### src/rtl/mips_pkg.sv
`default_nettype none
// ============================================================================
//  Module      : mips_pkg
//  Description : Shared encodings, register indices and instruction field
//                positions for the pipelined MIPS datapath.
//  Revision    : 1.0
// ============================================================================
package mips_pkg;

    typedef enum logic [1:0] {
        REGDST_RT   = 2'b00,
        REGDST_RD   = 2'b01,
        REGDST_RA   = 2'b10,
        REGDST_RSVD = 2'b11
    } regdst_e;

    typedef enum logic [1:0] {
        MEM2REG_ALU  = 2'b00,
        MEM2REG_MEM  = 2'b01,
        MEM2REG_LINK = 2'b10,
        MEM2REG_RSVD = 2'b11
    } mem2reg_e;

    localparam logic [4:0] REG_ZERO = 5'd0;
    localparam logic [4:0] REG_SP   = 5'd29;
    localparam logic [4:0] REG_RA   = 5'd31;

    localparam int RT_MSB = 20;
    localparam int RT_LSB = 16;
    localparam int RD_MSB = 15;
    localparam int RD_LSB = 11;

    function automatic logic [4:0] instr_rt(input logic [31:0] instr);
        return instr[RT_MSB:RT_LSB];
    endfunction

    function automatic logic [4:0] instr_rd(input logic [31:0] instr);
        return instr[RD_MSB:RD_LSB];
    endfunction

endpackage : mips_pkg
`default_nettype wire

### src/rtl/regfile_32x32.sv
`default_nettype none
// ============================================================================
//  Module      : regfile_32x32
//  Description : 32x32 register file, one write port, two combinational read
//                ports, r0 hardwired to zero, r29 resets to SP_INIT.
//  Revision    : 1.0
// ============================================================================
module regfile_32x32
    import mips_pkg::*;
#(
    parameter logic [31:0] SP_INIT = 32'h0000_0000
) (
    input  logic        clk,
    input  logic        reset,
    input  logic        we,
    input  logic [4:0]  waddr,
    input  logic [31:0] wdata,
    input  logic [4:0]  raddr_a,
    input  logic [4:0]  raddr_b,
    output logic [31:0] rdata_a,
    output logic [31:0] rdata_b
);

    logic [31:0] r_regs [32];

    always_ff @(posedge clk) begin
        if (reset) begin
            for (int i = 0; i < 32; i++) begin
                r_regs[i] <= (5'(i) == REG_SP) ? SP_INIT : 32'h0000_0000;
            end
        end else if (we && (waddr != REG_ZERO)) begin
            r_regs[waddr] <= wdata;
        end
    end

    assign rdata_a = (raddr_a == REG_ZERO) ? 32'h0000_0000 : r_regs[raddr_a];
    assign rdata_b = (raddr_b == REG_ZERO) ? 32'h0000_0000 : r_regs[raddr_b];

endmodule : regfile_32x32
`default_nettype wire

### src/rtl/wb_regfile_unit.sv
`default_nettype none
// ============================================================================
//  Module      : wb_regfile_unit
//  Description : Write-back selection, architectural register file with
//                write-through read bypass, and retired-write counter.
//  Revision    : 1.0
// ============================================================================
module wb_regfile_unit
    import mips_pkg::*;
#(
    parameter logic [31:0] SP_INIT     = 32'h0000_0000,
    parameter logic [31:0] LINK_OFFSET = 32'd4,
    parameter int          CNT_W       = 32
) (
    input  logic             clk,
    input  logic             reset,
    input  logic             RegWrite_in,
    input  logic [31:0]      instruction_in,
    input  logic [1:0]       RegDst_in,
    input  logic [1:0]       memToReg_in,
    input  logic [31:0]      ALUout_in,
    input  logic [31:0]      readdata_in,
    input  logic [31:0]      PC_IN,
    input  logic [4:0]       rs_addr,
    input  logic [4:0]       rt_addr,
    output logic [31:0]      rs_data,
    output logic [31:0]      rt_data,
    output logic             wb_wen,
    output logic [4:0]       wb_dst,
    output logic [31:0]      wb_data,
    output logic [CNT_W-1:0] wr_count
);

    localparam logic [CNT_W-1:0] c_cnt_one = CNT_W'(1);

    logic             w_dst_legal;
    logic             w_data_legal;
    logic [31:0]      w_rf_rs;
    logic [31:0]      w_rf_rt;
    logic [CNT_W-1:0] r_wr_count;

    // Opcode/funct/shamt bits are not consumed in this stage.
    logic w_unused_instr;
    assign w_unused_instr = ^{instruction_in[31:21], instruction_in[10:0]};

    always_comb begin
        wb_dst      = REG_ZERO;
        w_dst_legal = 1'b0;
        unique case (regdst_e'(RegDst_in))
            REGDST_RT: begin
                wb_dst      = instr_rt(instruction_in);
                w_dst_legal = 1'b1;
            end
            REGDST_RD: begin
                wb_dst      = instr_rd(instruction_in);
                w_dst_legal = 1'b1;
            end
            REGDST_RA: begin
                wb_dst      = REG_RA;
                w_dst_legal = 1'b1;
            end
            default: begin
                wb_dst      = REG_ZERO;
                w_dst_legal = 1'b0;
            end
        endcase
    end

    always_comb begin
        wb_data      = 32'h0000_0000;
        w_data_legal = 1'b0;
        unique case (mem2reg_e'(memToReg_in))
            MEM2REG_ALU: begin
                wb_data      = ALUout_in;
                w_data_legal = 1'b1;
            end
            MEM2REG_MEM: begin
                wb_data      = readdata_in;
                w_data_legal = 1'b1;
            end
            MEM2REG_LINK: begin
                wb_data      = PC_IN + LINK_OFFSET;
                w_data_legal = 1'b1;
            end
            default: begin
                wb_data      = 32'h0000_0000;
                w_data_legal = 1'b0;
            end
        endcase
    end

    // Gating with ~reset also disables the read bypass during reset.
    assign wb_wen = RegWrite_in & w_dst_legal & w_data_legal
                  & (wb_dst != REG_ZERO) & ~reset;

    regfile_32x32 #(
        .SP_INIT (SP_INIT)
    ) u_regfile (
        .clk     (clk),
        .reset   (reset),
        .we      (wb_wen),
        .waddr   (wb_dst),
        .wdata   (wb_data),
        .raddr_a (rs_addr),
        .raddr_b (rt_addr),
        .rdata_a (w_rf_rs),
        .rdata_b (w_rf_rt)
    );

    assign rs_data = (wb_wen && (rs_addr == wb_dst)) ? wb_data : w_rf_rs;
    assign rt_data = (wb_wen && (rt_addr == wb_dst)) ? wb_data : w_rf_rt;

    always_ff @(posedge clk) begin
        if (reset) begin
            r_wr_count <= '0;
        end else if (wb_wen) begin
            r_wr_count <= r_wr_count + c_cnt_one;
        end
    end

    assign wr_count = r_wr_count;

endmodule : wb_regfile_unit
`default_nettype wire

### config.mk
export PLATFORM = sky130hd
export DESIGN_NAME = wb_regfile_unit
export DESIGN_NICKNAME = d
export VERILOG_FILES = /design/src/rtl/mips_pkg.sv /design/src/rtl/regfile_32x32.sv /design/src/rtl/wb_regfile_unit.sv
export SDC_FILE = /design/constraint.sdc
export NUM_CORES = 2
export LEC_CHECK = 0
export CAP_MARGIN = 10
export CORE_MARGIN = 4
export CORE_UTILIZATION = 40
export CTS_CLUSTER_SIZE = 14
export DETAILED_ROUTE_END_ITERATION = 16
export HOLD_SLACK_MARGIN = 0.03
export PLACE_DENSITY = 0.58
export RECOVER_POWER = 25
export SYNTH_ARGS = -nofsm -noshare
export SYNTH_HDL_FRONTEND = slang
export SYNTH_HIERARCHICAL = 1
export SYNTH_SLANG_ARGS = --single-unit
### constraint.sdc
create_clock -name clk -period 2.8 [get_ports clk]
set_input_delay 0.28 -clock clk [delete_from_list [all_inputs] [get_ports clk]]
set_output_delay 0.28 -clock clk [all_outputs]
set_load 0.05 [all_outputs]
### Word-level counts from Yosys, hierarchy flattened

Memories as Yosys holds them, arrays and structs flattened.
Index checks and enable logic that the tools add are counted.

| storage, ports and cells | value |
|---|---|
| output and inout bits | 134 |
| memory bits (writable) | 1,024 |
| flip-flop bits (word level) | 32 |
| memories kept | 1 |

| operators by class | value |
|---|---|
| multiplexer cells | 16 |
| eq/ne operators | 6 |
| add/sub/neg operators | 2 |
| reduce and logical (&&, ||, !) cells | 11 |
| bitwise operators | 5 |

Memories:

| memory | depth | bits a word | read ports | clocked after Yosys merged registers in | write ports | RTL line | text |
|---|---|---|---|---|---|---|---|
| u_regfile.r_regs | 32 | 32 | 2 | 0 | 32 | regfile_32x32.sv:24 | `logic [31:0] r_regs [32];` |

Operators with widths:

| operator | number |
|---|---|
| two-way mux 32 bit | 5 |
| case mux 32 bit (3 select lines) | 1 |
| adder 32 x 1 -> 32 bit (second input constant) | 1 |
| adder 32 x 3 -> 32 bit (second input constant) | 1 |
| OR reduction 32 bit | 1 |
| case mux 5 bit (3 select lines) | 1 |
| == test 5 bit | 2 |
| zero test 5 bit | 2 |
| two-way mux 1 bit | 8 |
| OR reduction 3 bit | 2 |
| two-way mux 5 bit | 1 |
| nonzero test 5 bit | 1 |
| AND 1 bit | 4 |
| == test 2 x 1 -> 1 bit (second input constant) | 2 |
| == test 2 bit (second input constant) | 2 |
| zero test 2 bit | 2 |
| logical AND 1 bit | 3 |
| inverter 1 bit | 1 |

### Depth between registers and ports, before layout

| logic depth | value |
|---|---|
| word-level depth | 13 |
| depth in mapped cells | 11 |

### Cells and area by module

The synthesis kept the hierarchy.

By module, submodules not included:

| module | sequential area each (um^2) | times used | area each (um^2) | cells each |
|---|---|---|---|---|
| regfile_32x32 | 30,749.5 | 1 | 54,253.3 | 3,502 |
| wb_regfile_unit | 640.6 | 1 | 4,088.9 | 566 |

### Worst setup path before layout

No wires, ideal clock.

| timing | value |
|---|---|
| path kind | input-to-output |
| from | in RegDst_in[1] |
| to | out rs_data[10] |
| setup slack | -756 ps |
| data required time | 2,520 ps |
| path buffers | 3 |
| stages | 8 |
| arrival | 3,276 ps |
| cells stage by stage | clkbuf_1 > nor2_1 > o21ai_1 > xnor2_1 > and4_1 > buf_2 > buf_4 > mux2i_1 |

RTL lines:

| element | RTL line | text |
|---|---|---|
| start: declaration | wb_regfile_unit.sv:19 | `input logic [1:0] RegDst_in,` |
| == test 2 bit, or another cell as far along | wb_regfile_unit.sv:49 | `unique case (regdst_e'(RegDst_in))` |
| case mux 5 bit (3 select lines) (*) | wb_regfile_unit.sv:49 |  |
| net wb_dst[2] | wb_regfile_unit.sv:29 | `output logic [4:0] wb_dst,` |
| nonzero test 5 bit | wb_regfile_unit.sv:94 | `& (wb_dst != REG_ZERO) & ~reset;` |
| AND 1 bit (2 in series) | wb_regfile_unit.sv:94 |  |
| logical AND 1 bit (*) | wb_regfile_unit.sv:110 | `assign rs_data = (wb_wen && (rs_addr == wb_dst)) ? wb_data : w_rf_rs;` |
| two-way mux 32 bit (*) | wb_regfile_unit.sv:110 |  |
| end: declaration | wb_regfile_unit.sv:26 | `output logic [31:0] rs_data,` |

The timed path passes the listed nets; every way through them passes the cells marked *.

==> impl_metrics.toml <==
[status]
outcome = "finished with violations"
violations = "max-capacitance violations, max-slew violations, negative setup slack"

[power]
p_sw_mw = 11.9
switching_share_pct = 27.5
clkPwrFrac_pct = 36.9
totalPowerFinal_mw = 43.1
ir_drop_mv = 0.519
leakagePower_nw = 27.6
seq_power_share_pct = 43.1
powerDensity_mw_per_mm2 = 560
power_frac_comb_pct = 20.1
p_int_mw = 31.2

[sta]
rsz0062_at_grt = "yes"
relSlewSlack_pct = -27.3
tightest_slew_ns = 1.91
setup_ws_ns = -0.566
period_minus_slack_ns = 3.37
finalHoldViolCount = 0
max_freq_mhz = 297
skew_ns = 0.0351
fin_tns_setup_ns = -343.32
setup_viol = 1535
final.period_utilization_pct = 120
finalMaxSlewViolations = 31

[setup_path]
rr_worst_depth = 6
startpoint_type = "register"
r2r-start = "wr_count[3]"
crit_path_end_kind = "output port"
cp_max_fo = 2
crit_type = "reg2out"
arrival_ns = 3.09
cp-startpoint = "u_regfile/r_regs[30][23]"
crit_required_ns = 2.52

[placement]
routabilityCongestion = 0.940
dp.final_hpwl_um = 156000
post_dp_cell_area_mm2 = 0.0700
io_buffers = 256
dp_slack_ns = -0.955

[finish]
final_core_util_pct = 53.4
final_cell_area_mm2 = 0.0770
fillers = 11800
multi_input_area_mm2 = 0.0278
synthToLayoutAreaGrowth_pct = 32.0
regArea_mm2 = 0.0314
drive_above_1_share_pct = 40.0
fin_nets = 4956

[global_routing]
grt_pass1_vias = 41700
grt_overflow = 0
track_usage_pct = 29.6
grt_pass1_wl_um = 319000
antenna_found_initial = 6
grt_max_degree = 42

[floorplanning]
ios = 279
core_region_area_mm2 = 0.144
die_x_um = 390
fp-row-count = 139
die_area_mm2 = 0.152
start_util_pct = 40.5
die_height_um = 390

[yosys]
yosysUniqueCellTypes = 71
synth_warnings = 6
ys_ff_latch = 1056
netlist.area_leader.share_pct = 52.7
synth_common_cells = "1024 x edfxtp_1, 997 x and2_1, 472 x mux4_2, 298 x clkbuf_1, 186 x mux2i_1"
yosysMostFrequentCell = "edfxtp_1"
netlist_instances = 4068
ys.flop_type = "edfxtp_1"
async_reset_ff_share_pct = 0
synth_area_mm2 = 0.0583
ys_seq_area_share_pct = 53.8
synth_top_cells_by_area = "edfxtp_1 53%, mux4_2 18%, and2_1 11%"
yosysTopAreaCell = "edfxtp_1"
syn_avg_cell_area_um2 = 14.3
synth_edf_count = 1024

[min_path]
min_from = "PC_IN[24]"
worstHoldPathCells = 5
hp-class = "in2reg"

[clock_network]
path_clk_slew_ns = 0.07
cts_tree = "done"
cts_root_buffer = "clkbuf_16"
clock_latency_ns = 0.75
cts_num_sinks = 1056
cts_buffer_depth = 3
numCtsBuffers = 115
cts_max_level = 3

[job]
drv_cap = 1

[drt]
via_count = 41900
avgRoutedWirePerCell_um = 33.6
ant_nets = 0
drt-initial-drc-count = 4893
drt_first_pass_iters = 7
wl_um = 229000
drc = 0
via_per_inst = 6.15
cell usage in the layout (no fill, tap or decap), drive strengths merged, types with 35 or more instances in the layout:
master | synthesis | final
o22ai | 106 | 106
or2 | 35 | 35
clkbuf | 298 | 181
nor3 | 65 | 65
clkdlybuf4s50 | 0 | 105
nor2 | 75 | 75
a2111oi | 55 | 55
o21ai | 35 | 35
edfxtp | 1024 | 1024
buf | 127 | 836
inv | 35 | 39
nand2 | 49 | 49
mux2i | 186 | 186
a21oi | 46 | 46
a22o | 51 | 51
mux2 | 84 | 84
mux4 | 472 | 472
and2 | 997 | 997
clkinv | 0 | 47
nand3 | 36 | 36
final timing paths:
kind                              to  slack (ns)
min          u_regfile/r_regs[9][24]        0.43
max reg2reg             wr_count[24]        0.43
max                      rs_data[23]       -0.57
min reg2reg             wr_count[31]        0.49
critical path: stages, from the launching register on:
cell and delay [ns]:
edfxtp_1 0.41, mux4_2 0.53, mux4_2 0.55, o22ai_2 0.13
nor3_2 0.08, a41oi_2 0.23, buf_6 0.18, a31oi_4 0.04
buf_6 0.18
what timing repair did:
action                                  in CTS  in global routing
gates resized for setup                    544                 69
hold buffers                                 1                  0
pin swaps                                  160                 31
gates cloned                                 6                  1
endpoints found under the setup margin      81                 73
hold endpoints to repair                     1                  0
setup buffers                               35                 14
sequential cells by signal, summed over array words and instances, names as in the netlist:
name	cells
u_regfile/r_regs	1024
wr_count	32
metal layers:
layer	vias up	GRT usage, %	wire length [um]
met5	-	0	29
met4	4	12.1	10300
met3	407	7.30	24400
met2	2490	45.9	104000
met1	21800	40.2	90100
li1	17200	-	-
per-stage QoR:
step                      hold slack (ns)  cells
after detailed placement            0.477   6556
after global placement              0.469   6556
after CTS                           0.118   6796
after global routing                0.413   6810
final                               0.429   6818
after floorplan                     0.477   4099
final cells by class:
cell class | count | share of cell area [%]
Clock inverter | 83 | 1.17
Sequential cell | 1056 | 40.8
Multi-Input combinational cell | 2583 | 36.2
Tap cell | 1903 | 3.09
Inverter | 35 | 0.174
Clock buffer | 132 | 3.89
Timing Repair Buffer | 1018 | 14.7
Antenna cell | 8 | 0.0260
power groups by stage:
stage               Sequential [mW]  Clock, mW  Combinational [mW]
floorplan                      18.7          0                3.87
global placement               18.8          0                7.67
detailed placement             18.9          0                7.68
CTS                            18.5       16.1                8.50
global route                   18.6       16.7                8.89
finish                         18.6       15.9                8.66
kinds of logic after synthesis:
group | share of synthesized area (%)
xor+xnor | 0.165
fa+ha+maj | 0.0429
other cells | 0.00643
buf+inv | 3.62
mux | 23.0
simple gates | 14.6
flops | 53.8
compound gates | 4.78
(Power assumes the default switching activity.)
